===== src/rtl/spm_pkg.sv =====
// Shared types and constants for the serial-parallel multiplier sequencer.
package spm_pkg;

  localparam int SPM_WIDTH = 32;

  typedef enum logic [1:0] {
    IDLE,
    CLEAR,
    RUN,
    DONE
  } spm_seq_state_t;

  // ceil(log2(n)), never less than one bit
  function automatic int cnt_bits(input int n);
    return (n < 2) ? 1 : $clog2(n);
  endfunction

endpackage


===== src/rtl/spm_seq_if.sv =====
// Operand/result handshake bundle between a client and spm_seq.
interface spm_seq_if
  import spm_pkg::*;
#(
  parameter int WIDTH = SPM_WIDTH
);

  logic               in_valid;
  logic               in_ready;
  logic [WIDTH-1:0]   mc;
  logic [WIDTH-1:0]   mp;
  logic               out_valid;
  logic               out_ready;
  logic [2*WIDTH-1:0] prod;

  modport master (
    output in_valid, mc, mp, out_ready,
    input  in_ready, out_valid, prod
  );

  modport slave (
    input  in_valid, mc, mp, out_ready,
    output in_ready, out_valid, prod
  );

endinterface


===== src/rtl/spm_prod_sipo.sv =====
// Product capture register: one serial bit written per enabled cycle at idx.
module spm_prod_sipo
  import spm_pkg::*;
#(
  parameter int WIDTH = SPM_WIDTH,
  parameter int IW    = cnt_bits(2*WIDTH)
) (
  input  logic               clk,
  input  logic               rst,
  input  logic               we,
  input  logic [IW-1:0]      idx,
  input  logic               bit_in,
  output logic [2*WIDTH-1:0] prod
);

  always_ff @(posedge clk) begin
    if (rst) begin
      prod <= '0;
    end else if (we) begin
      prod[idx] <= bit_in;
    end
  end

endmodule


===== src/rtl/spm_seq.sv =====
// Bit-serial multiply sequencer: latches an operand pair, streams the multiplier
// LSB first into an external serial-parallel multiplier and collects the product.
module spm_seq
  import spm_pkg::*;
#(
  parameter int WIDTH = SPM_WIDTH,
  parameter int LAT   = 1
) (
  input  logic             clk,
  input  logic             rst,
  spm_seq_if.slave         bus,
  output logic             spm_rst,
  output logic [WIDTH-1:0] spm_x,
  output logic             spm_y,
  input  logic             spm_p
);

  // state | meaning
  // IDLE  | waiting for an operand pair, in_ready high
  // CLEAR | one-cycle spm_rst pulse, counter cleared
  // RUN   | multiplier bits streamed out, product bits captured
  // DONE  | product held on prod until the consumer takes it

  localparam int RUN_LEN = 2*WIDTH + LAT;
  localparam int CW      = cnt_bits(RUN_LEN);
  localparam int IW      = cnt_bits(2*WIDTH);

  typedef logic [CW-1:0] cnt_t;

  localparam cnt_t CNT_LAST = cnt_t'(RUN_LEN - 1);
  localparam cnt_t CNT_LAT  = cnt_t'(LAT);
  localparam cnt_t CNT_W    = cnt_t'(WIDTH);

  spm_seq_state_t     state, state_nxt;
  cnt_t               cnt;
  logic [WIDTH-1:0]   mc_q, mp_q, mp_sh;
  logic               xfer, run, sipo_we;
  logic [IW-1:0]      sipo_idx;
  logic [2*WIDTH-1:0] prod_q;

  assign run  = (state == RUN);
  assign xfer = bus.in_valid && bus.in_ready;

  always_ff @(posedge clk) begin
    if (rst) begin
      state <= IDLE;
    end else begin
      state <= state_nxt;
    end
  end

  always_comb begin
    state_nxt     = state;
    bus.in_ready  = 1'b0;
    bus.out_valid = 1'b0;
    spm_rst       = rst;
    spm_x         = '0;
    case (state)
      IDLE: begin
        bus.in_ready = !rst;
        if (bus.in_valid && !rst) state_nxt = CLEAR;
      end
      CLEAR: begin
        spm_rst   = 1'b1;
        state_nxt = RUN;
      end
      RUN: begin
        spm_x = mc_q;
        if (cnt == CNT_LAST) state_nxt = DONE;
      end
      DONE: begin
        bus.out_valid = !rst;
        if (bus.out_ready) state_nxt = IDLE;
      end
      default: state_nxt = IDLE;
    endcase
  end

  // counter parks at its last value after RUN; it is only restarted in CLEAR
  always_ff @(posedge clk) begin
    if (rst) begin
      cnt  <= '0;
      mc_q <= '0;
      mp_q <= '0;
    end else begin
      if (xfer) begin
        mc_q <= bus.mc;
        mp_q <= bus.mp;
      end
      if (state == CLEAR) begin
        cnt <= '0;
      end else if (run && (cnt != CNT_LAST)) begin
        cnt <= cnt + cnt_t'(1);
      end
    end
  end

  assign mp_sh = mp_q >> cnt;
  assign spm_y = run && (cnt < CNT_W) && mp_sh[0];

  assign sipo_we  = run && (cnt >= CNT_LAT);
  assign sipo_idx = IW'(cnt - CNT_LAT);

  spm_prod_sipo #(
    .WIDTH (WIDTH),
    .IW    (IW)
  ) u_prod (
    .clk    (clk),
    .rst    (rst),
    .we     (sipo_we),
    .idx    (sipo_idx),
    .bit_in (spm_p),
    .prod   (prod_q)
  );

  assign bus.prod = prod_q;

endmodule


===== src/flat_wrapper.sv =====
// flat-port wrapper written by rule: the top's interface ports become plain ports
module spm_seq_flat import spm_pkg::*;
#(
  parameter int WIDTH = SPM_WIDTH,
  parameter int LAT   = 1
)
  (clk, rst, spm_rst, spm_x, spm_y, spm_p, bus_in_valid, bus_mc, bus_mp, bus_out_ready, bus_in_ready, bus_out_valid, bus_prod);
  spm_seq_if #(.WIDTH(WIDTH)) bus_i ();
  input  logic clk;
  input  logic rst;
  output logic spm_rst;
  output logic [WIDTH-1:0] spm_x;
  output logic spm_y;
  input  logic spm_p;
  input wire logic [$bits(bus_i.in_valid)-1:0] bus_in_valid;
  input wire logic [$bits(bus_i.mc)-1:0] bus_mc;
  input wire logic [$bits(bus_i.mp)-1:0] bus_mp;
  input wire logic [$bits(bus_i.out_ready)-1:0] bus_out_ready;
  output wire logic [$bits(bus_i.in_ready)-1:0] bus_in_ready;
  output wire logic [$bits(bus_i.out_valid)-1:0] bus_out_valid;
  output wire logic [$bits(bus_i.prod)-1:0] bus_prod;
  assign bus_i.in_valid = bus_in_valid;
  assign bus_i.mc = bus_mc;
  assign bus_i.mp = bus_mp;
  assign bus_i.out_ready = bus_out_ready;
  assign bus_in_ready = bus_i.in_ready;
  assign bus_out_valid = bus_i.out_valid;
  assign bus_prod = bus_i.prod;
  spm_seq #(.WIDTH(WIDTH), .LAT(LAT)) u_core (.clk(clk), .rst(rst), .bus(bus_i), .spm_rst(spm_rst), .spm_x(spm_x), .spm_y(spm_y), .spm_p(spm_p));
endmodule

===== config.mk =====
export PLATFORM = sky130hd
export DESIGN_NAME = spm_seq_flat
export DESIGN_NICKNAME = d
export VERILOG_FILES = /design/src/rtl/spm_pkg.sv /design/src/rtl/spm_seq_if.sv /design/src/rtl/spm_prod_sipo.sv /design/src/rtl/spm_seq.sv /design/src/flat_wrapper.sv
export SDC_FILE = /design/constraint.sdc
export NUM_CORES = 1
export LEC_CHECK = 0
export CAP_MARGIN = 10
export CELL_PAD_IN_SITES_DETAIL_PLACEMENT = 1
export CELL_PAD_IN_SITES_GLOBAL_PLACEMENT = 2
export CORE_UTILIZATION = 31
export CTS_CLUSTER_DIAMETER = 40
export DETAILED_ROUTE_END_ITERATION = 7
export PLACE_DENSITY = 0.91
export SYNTH_ARGS = -nofsm -noshare
export SYNTH_HDL_FRONTEND = slang
export SYNTH_SLANG_ARGS = --single-unit

===== constraint.sdc =====
create_clock -name clk -period 4.45 [get_ports clk]
set_input_delay 0.89 -clock clk [delete_from_list [all_inputs] [get_ports clk]]
set_output_delay 0.89 -clock clk [all_outputs]
set_load 0.02 [all_outputs]

==> results.json <==
{
  "outcome": "completed",
  "grt_pass1_vias": 5934,
  "fin_tns_setup_ps": 0,
  "final_util_pct": 43.6,
  "p_leak_nw": 3.10,
  "setup_ws_ps": 560,
  "drv_slew": 0,
  "r2r_slack_ps": 1200,
  "h-tree-depth": 4,
  "power_density_nw_per_um2": 413,
  "synthFlopType": "dfxtp_1",
  "post-route-drc-count": 0,
  "stdcell_area_sq_um": 8880,
  "synth.yosys.seq_area_share_pct": 42.4,
  "detail_route.first_pass.iterations": 4,
  "die_h_um": 146,
  "gp_congestion": 0.752,
  "grt_pass1_wl_mm": 32.1,
  "core_region_area_sq_um": 20400,
  "cts_tree": "yes",
  "synthesis.nets": 840,
  "path_clk_slew_ps": 60,
  "root_buffer": "clkbuf_16",
  "dieArea_sq_um": 21500,
  "rsz0062_at_grt": "no",
  "worst_ep_arrival_time_ps": 3000,
  "async_flop_share_pct": 0,
  "hold_depth": 2,
  "cts_hold_buffers": 0,
  "finalSetupViolCount": 0,
  "vias_per_cell": 4.97,
  "die_w_um": 146,
  "cts_setup_buffers": 0,
  "cap_violations": 0,
  "critPathKind": "reg2out",
  "reg2regPathDepth": 6,
  "cts_sinks": 137,
  "avgSynthCellArea_sq_um": 8.47,
  "finalWirelength_mm": 20.1,
  "nets": 972,
  "grtUsageTotal_pct": 19.1,
  "synth_edf_count": 0,
  "synth_seq_cells": 137,
  "worst_pin_slew_ps": 983,
  "syn_area_sq_um": 6470,
  "syn_inst": 764,
  "total_power_mw": 3.66,
  "end_kind": "primary output",
  "io_pins": 169,
  "grt_overflow": 0,
  "yosys_warnings": 0,
  "worstPathRequired_ps": 3560,
  "post-place-cells": 1147,
  "pre_cts_ws_ps": 994,
  "slew_headroom_pct": 34.5,
  "initial_core_util_pct": 31.8,
  "crit_fanout": 22,
  "clk_path_buf_depth": 2,
  "hold_viol": 0,
  "placed_area_sq_um": 8290,
  "holdWs_ps": 468,
  "dp_hpwl_mm": 13.5,
  "clock_latency_ps": 430,
  "cts_made_buffers": 17,
  "ctsResizeCount": 0,
  "peakVddDrop_mv": 0.294,
  "min_path_type": "reg2reg",
  "skew_ps": 9.80,
  "finalCritPeriodShare_pct": 87.4,
  "clock.fmax_mhz": 257,
  "grt_max_degree": 108,
  "ys_types": 54,
  "post_drt_wl_per_cell_um": 17.0,
  "fin_cells": 1179,
  "first_iter_violations": 308,
  "rows": 52,
  "layout-drive-gt1-share_pct": 8.25,
  "area_growth_pct": 37.1,
  "final_cell_mix": "clkdlybuf4s50_1 (167), dfxtp_1 (137), o21ai_0 (97)",
  "num_antenna_cells": 0,
  "vias": 5863,
  "port_buffers": 168,
  "antenna_found_initial": 0,
  "layout_commonest_cell": "clkdlybuf4s50_1",
  "ant_nets": 0,
  "cp-start-kind": "flip-flop",
  "min_period_ps": 3890
}
[flip-flops by register name (all words and copies together), names as in the netlist]
| signal | cells |
|---|---|
| u_core.state | 2 |
| u_core.cnt | 7 |
| u_core.u_prod.prod | 64 |
| u_core.mc_q | 32 |
| u_core.mp_q | 32 |
[power breakdown]
| part | internal [mW] | switching [mW] |
|---|---|---|
| logic | 0.326 | 0.459 |
| registers | 1.36 | 0.0949 |
| clock network | 0.843 | 0.574 |
| total | 2.53 | 1.13 |
[per-layer routing]
| layer | GRT usage, % | vias to the layer above | part of all wire, % |
|---|---|---|---|
| met1 | 23.1 | 2817 | 45 |
| met4 | 5.31 | 0 | 1.4 |
| met3 | 7.12 | 21 | 7.5 |
| met5 | 0 | - | 0 |
| met2 | 31.5 | 161 | 47 |
| li1 | - | 2864 | - |
[worst paths after layout]
check / start / end
worst max-delay path: u_core.cnt[0] / spm_y
worst min-delay path: u_core.mc_q[8] / u_core.mc_q[8]
worst max register to register: u_core.cnt[0] / u_core.u_prod.prod[38]
worst min register to register: u_core.mc_q[8] / u_core.mc_q[8]
[Yosys cell counts (2+ instances only)]
cell type  number  area (sq um)
a21bo_2         3          30.0
a21oi_1        44           220
and2_1         36           225
and3_1          2          12.5
and3b_1         2          17.5
buf_1           2          7.51
buf_2          11          55.1
buf_4           6          45.0
buf_6           2          22.5
clkbuf_1       42           158
dfxtp_1       137          2740
ha_1            7          87.6
inv_1           6          22.5
mux2i_1        31           310
mux4_2          7           158
nand2_1        75           282
nand2b_1       94           588
nand3_1        58           290
nand3_2         3          30.0
nand3b_1        7          52.6
nand4_1         4          25.0
nor2_1         22          82.6
nor2_2          2          12.5
nor2b_1         2          12.5
nor3_1         11          55.1
nor4_1          4          25.0
o21ai_0        97           485
o21ai_1         5          25.0
o311ai_2        2          32.5
o31ai_1         4          30.0
or2_2           5          31.3
or3_1           4          25.0
or3_4           3          33.8
or3b_2          2          17.5
xnor2_1         2          17.5
xor2_1          2          17.5
[layout make-up]
cell class / instances / area (sq um)
inverter: 6 / 22.5
clock buffer: 19 / 443
sequential: 137 / 2740
tap: 270 / 338
multi-input combinational: 558 / 3420
fill: 2366 / 11500
timing repair buffer: 176 / 1760
clock inverter: 13 / 144
[worst max-delay path: stages (launching register included)]
cell,delay [ps]
dfxtp_1,910
mux4_2,600
mux2i_1,140
o2111ai_1,120
and4_1,260
clkdlybuf4s50_1,540
[kinds of logic after synthesis]
family | synth area share (%)
adder cells (fa/ha/maj) | 1.35
AO/OA/AOI/OAI | 14.0
multiplexers | 7.23
flip-flops | 42.4
AND/OR/NAND/NOR | 29.0
XOR/XNOR | 1.22
buffers and inverters | 4.79
(Power assumes the default switching activity.)
==> patch 1: new RTL, config.mk and constraints unchanged <==
`LAT` is set to 1 in 2 places; all go to 2.
--- a/src/rtl/spm_seq.sv
+++ b/src/rtl/spm_seq.sv
@@ -5,5 +5,5 @@
 #(
   parameter int WIDTH = SPM_WIDTH,
-  parameter int LAT   = 1
+  parameter int LAT   = 2
 ) (
   input  logic             clk,
--- a/src/flat_wrapper.sv
+++ b/src/flat_wrapper.sv
@@ -3,5 +3,5 @@
 #(
   parameter int WIDTH = SPM_WIDTH,
-  parameter int LAT   = 1
+  parameter int LAT   = 2
 )
   (clk, rst, spm_rst, spm_x, spm_y, spm_p, bus_in_valid, bus_mc, bus_mp, bus_out_ready, bus_in_ready, bus_out_valid, bus_prod);
Behaviour: not the same (a bounded check fails within 10 cycles, from zero or initial values and one cycle with rst high).
==> patch 1 against the unedited design <==
  * Routed wire length is 1.3% lower
  * Worst setup slack worse by 130 ps
  * Sequential cell count stayed put
  * Final area is 4.7% lower
  * Global-route usage is 1.2 points higher
  * Register-to-register slack better by 430 ps
  * Total power is 1.2% higher
  * Maximum frequency is 3.3% lower
  * Die area is 6.7% lower
  * Critical path depth stayed put
  * Area after synthesis is 6.8% lower
  * Hold slack worse by 19 ps
  * First-iteration DRC count is 13% higher
==> patch 1: results <==
[place]
port_buffers = 168
gp_congestion = 0.780
place_ws_ps = 847
hpwl_microns = 13100

[timing]
skew_ps = 10.2
post-route-min-period_ps = 4020
slew_headroom_pct = 21.4
fin_worst_hold_slack_ps = 449

[outcome]
outcome = "finished clean"

[global_route]
antenna_found_initial = 0
grt_pass1_wl_microns = 31400
grt_start_max_net_pins = 65
grt.total_usage_pct = 20.2
grt_overflow = 0
grt_pass1_vias = 5801

[yosys]
ys_warn_count = 0
yosys-top-cells-count = "dfxtp_1 (137), nand2_1 (131), nand3_1 (119), a21oi_1 (66), o21ai_0 (50)"
synth_top_area_share_pct = 45.5
synthArstFlopShare_pct = 0
syn_nets = 814
synthDistinctLibCells = 55
seq_area_frac_synth_pct = 45.5
synth_area_leaders = "dfxtp_1 (45%), nand3_1 (9.9%), nand2_1 (8.2%), a21oi_1 (5.5%), o21ai_0 (4.1%)"

[drt]
routed_wl_microns = 19800
via_per_inst = 5.11
drt-pass1-iter-count = 5
drt-initial-drc-count = 347

[worst_setup_path]
r2r-end = "u_core.u_prod.prod[30]"
crit_fanout = 21
cp.arrival_ps = 3130
rrSetupSlack_ps = 1630
crit_end = "spm_y"
startpoint = "u_core.cnt[0]"

[clock_network]
cts-root-buf = "clkbuf_16"
clock_latency_ps = 420

[power]
swShare_pct = 28.3
power.leakage_nw = 3.16
ir_drop_v = 0.000287

[layout]
drive_gt1_share_pct = 7.36
fill_cells = 2257
final_nets = 947
-- patch 1: changes by cell type after synthesis, sizes merged, moves of 5 or more --
cell | before | now
a21oi | 44 | 66
nand3 | 61 | 119
nand2 | 75 | 131
o21ai | 104 | 52
o31ai | 5 | 17
nand4 | 4 | 18
nand3b | 7 | 1
nand2b | 94 | 5
nor2 | 24 | 13
nor3 | 12 | 7
mux2i | 31 | 7
-- patch 1: metal layers --
metal | global-route usage [%] | routed length, microns | share of wire (%)
met5 | 0 | 0 | 0
met4 | 6.90 | 408 | 2.1
met1 | 25.9 | 9140 | 46
met2 | 32.0 | 8910 | 45
met3 | 6.48 | 1370 | 6.9
-- patch 1: worst min-delay path by stage --
stage,end,start,cells past startpoint
floorplan,u_core.mc_q[0],u_core.mc_q[0],2
global placement,u_core.mc_q[10],u_core.mc_q[10],2
detailed placement,u_core.mc_q[31],u_core.mc_q[31],2
CTS,u_core.mc_q[31],u_core.mc_q[31],2
global route,u_core.mc_q[12],u_core.mc_q[12],2
finish,u_core.mc_q[12],u_core.mc_q[12],2
-- patch 1: cell type report --
class / count / share of cell area [%]
clock inverters: 10 / 1.94
clock buffers: 22 / 5.84
multi-input cells: 528 / 35.0
flip-flops and latches: 137 / 32.4
well taps: 260 / 3.85
inverters: 10 / 0.444
repair buffers: 176 / 20.5
-- patch 1: kinds of logic (layout without fill, tap and decap cells) --
logic type	Yosys count	after routing	synth area share [%]
multiplexers	14	14	3.59
buffers and inverters	72	218	5.54
adder cells (fa/ha/maj)	8	8	1.66
flip-flops	137	137	45.5
AND/OR/NAND/NOR	350	350	28.3
XOR/XNOR	3	3	0.436
AO/OA/AOI/OAI	153	153	15.0
-- patch 1: per-stage QoR --
stage          instance area [sq um]  cells
6_report                        8460   1143
4_1_cts                         8460   1143
3_5_place_dp                    7800   1111
2_1_floorplan                   6030    737
3_3_place_gp                    7800   1111
5_1_grt                         8460   1143
-- patch 1: power by group through the flow --
stage,Sequential (mW),Clock (mW),Combinational (mW)
6_report,1.48,1.56,0.659
5_1_grt,1.51,1.65,0.740
4_1_cts,1.49,1.59,0.669
3_5_place_dp,1.51,0,0.666
3_3_place_gp,1.51,0,0.655
2_1_floorplan,1.45,0,0.481
-- patch 1: critical path, stage by stage, from the launching register on --
cell,delay (ps)
dfxtp_1,990
mux4_2,600
a22o_1,240
o31ai_1,200
a31oi_1,100
clkdlybuf4s50_1,570
==> patch 2: new RTL, config.mk and constraints unchanged <==
Made on the original files. Make the reset (`rst`) asynchronous in 3 clocked blocks.
--- a/src/rtl/spm_prod_sipo.sv
+++ b/src/rtl/spm_prod_sipo.sv
@@ -14,5 +14,5 @@
 );
 
-  always_ff @(posedge clk) begin
+  always_ff @(posedge clk or posedge rst) begin
     if (rst) begin
       prod <= '0;
--- a/src/rtl/spm_seq.sv
+++ b/src/rtl/spm_seq.sv
@@ -42,5 +42,5 @@
   assign xfer = bus.in_valid && bus.in_ready;
 
-  always_ff @(posedge clk) begin
+  always_ff @(posedge clk or posedge rst) begin
     if (rst) begin
       state <= IDLE;
@@ -78,5 +78,5 @@
 
   // counter parks at its last value after RUN; it is only restarted in CLEAR
-  always_ff @(posedge clk) begin
+  always_ff @(posedge clk or posedge rst) begin
     if (rst) begin
       cnt  <= '0;
Function: differs if rst is asserted again (counterexample within 4 cycles, from zero or initial values and one cycle with rst high); with rst held inactive, the same outputs for 10 cycles.
==> patch 2 against the unedited design <==
  * Non-clock buffer count up 7
  * Area after synthesis up 3.0%
  * Register-to-register slack worse by 70 ps
  * Sequential cell count unchanged
  * Final area up 4.4%
  * Worst setup slack better by 41 ps
  * Routed wire length down 6.7%
Power is not compared: it rests on default switching activity, and its combinational part moved more than twofold at a synthesized area within 25%.
==> patch 2: results <==
[min_path]
hold_end = "u_core.u_prod.prod[18]"
min_path_cells = 1
min_from = "u_core.u_prod.prod[18]"

[global_route]
grt.total_usage_pct = 18.3
grt_pass1_wl_microns = 30800
grt_pass1_vias = 5490
grt_util_met2_pct = 30.7
grt_util_met1_pct = 21.3

[yosys]
synthAdderAreaFrac_pct = 1.31
yosys-top-cells-count = "dfrtp_1 (137), mux2_2 (115), and2_1 (34), o211ai_1 (25), o21ai_0 (25)"
synth_xor_area_share_pct = 0.788
syn_nets = 592
synth_mux_area_share_pct = 24.8
synthDistinctLibCells = 53
seq_area_frac_synth_pct = 51.4
synthArstFlopShare_pct = 100
synth_flop_cell = "dfrtp_1"
synth_area_leaders = "dfrtp_1 (51%), mux2_2 (19%), and2_1 (3.2%), o211ai_1 (2.8%), mux2_1 (2.5%)"
synth_compound_area_share_pct = 10.2

[place]
gp_congestion = 0.802
hpwl_microns = 13400

[worst_setup_path]
rrSetupSlack_ps = 1130
crit_fanout = 11
r2r-end = "u_core.u_prod.prod[35]"
r2r-start = "u_core.cnt[0]"

[layout]
drive_gt1_share_pct = 27.1
final_nets = 759

[drt]
drt-pass1-iter-count = 4
via_per_inst = 5.04
drt-initial-drc-count = 102

[outcome]
outcome = "finished clean"

[timing]
worst_pin_slew_ps = 946
patch 2: cell types whose count changed after synthesis, sizes merged, moves of 8 or more:
| cell | unedited run | this run |
|---|---|---|
| nor2 | 24 | 10 |
| nand2 | 75 | 6 |
| mux2 | 0 | 130 |
| clkbuf | 42 | 18 |
| nand2b | 94 | 4 |
| nand3 | 61 | 6 |
| o211ai | 1 | 25 |
| a21oi | 44 | 7 |
| o21ai | 104 | 36 |
| dfrtp | 0 | 137 |
| mux2i | 31 | 3 |
| o211a | 0 | 8 |
| dfxtp | 137 | 0 |
patch 2: worst max-delay path by stage:
stage | start | to | slack (ps) | depth (start not counted)
6_report | u_core.state[0] | spm_y | 600 | 5
5_1_grt | u_core.state[0] | spm_y | 430 | 5
4_1_cts | u_core.state[0] | spm_y | 570 | 5
3_5_place_dp | u_core.state[0] | spm_y | 1060 | 5
3_3_place_gp | u_core.state[0] | spm_y | 1090 | 5
2_1_floorplan | u_core.cnt[4] | spm_y | 1550 | 4
patch 2: through the flow:
stage                     area (sq um)  instances  hold slack [ps]  setup WS (ps)  total power, mW
after floorplan                   6670        516              471           1550             1.40
after global placement            8670        939              477           1090             1.54
after detailed placement          8670        939              485           1060             1.55
after CTS                         9270        970              500            575             3.00
after global routing              9270        970              517            425             3.06
final                             9270        970              495            601             2.95
patch 2: per-layer routing:
metal	part of all wire, %	up-vias
met1	41	2477
met4	2.0	0
met3	8.2	27
li1	-	2213
met2	49	172
met5	0	-
patch 2: critical path, stage by stage (launching register included):
cell and delay (ps):
dfrtp_1 400, inv_1 110, ha_1 400, or4b_2 620, a311oi_1 290, clkdlybuf4s50_1 710
patch 2: layout make-up:
type,instances,area [sq um]
clock buffer,20,447
clock inverter,11,149
fill,2216,11800
inverter,9,37.5
multi-input combinational,335,3040
sequential,137,3430
tap,275,344
timing repair buffer,183,1820
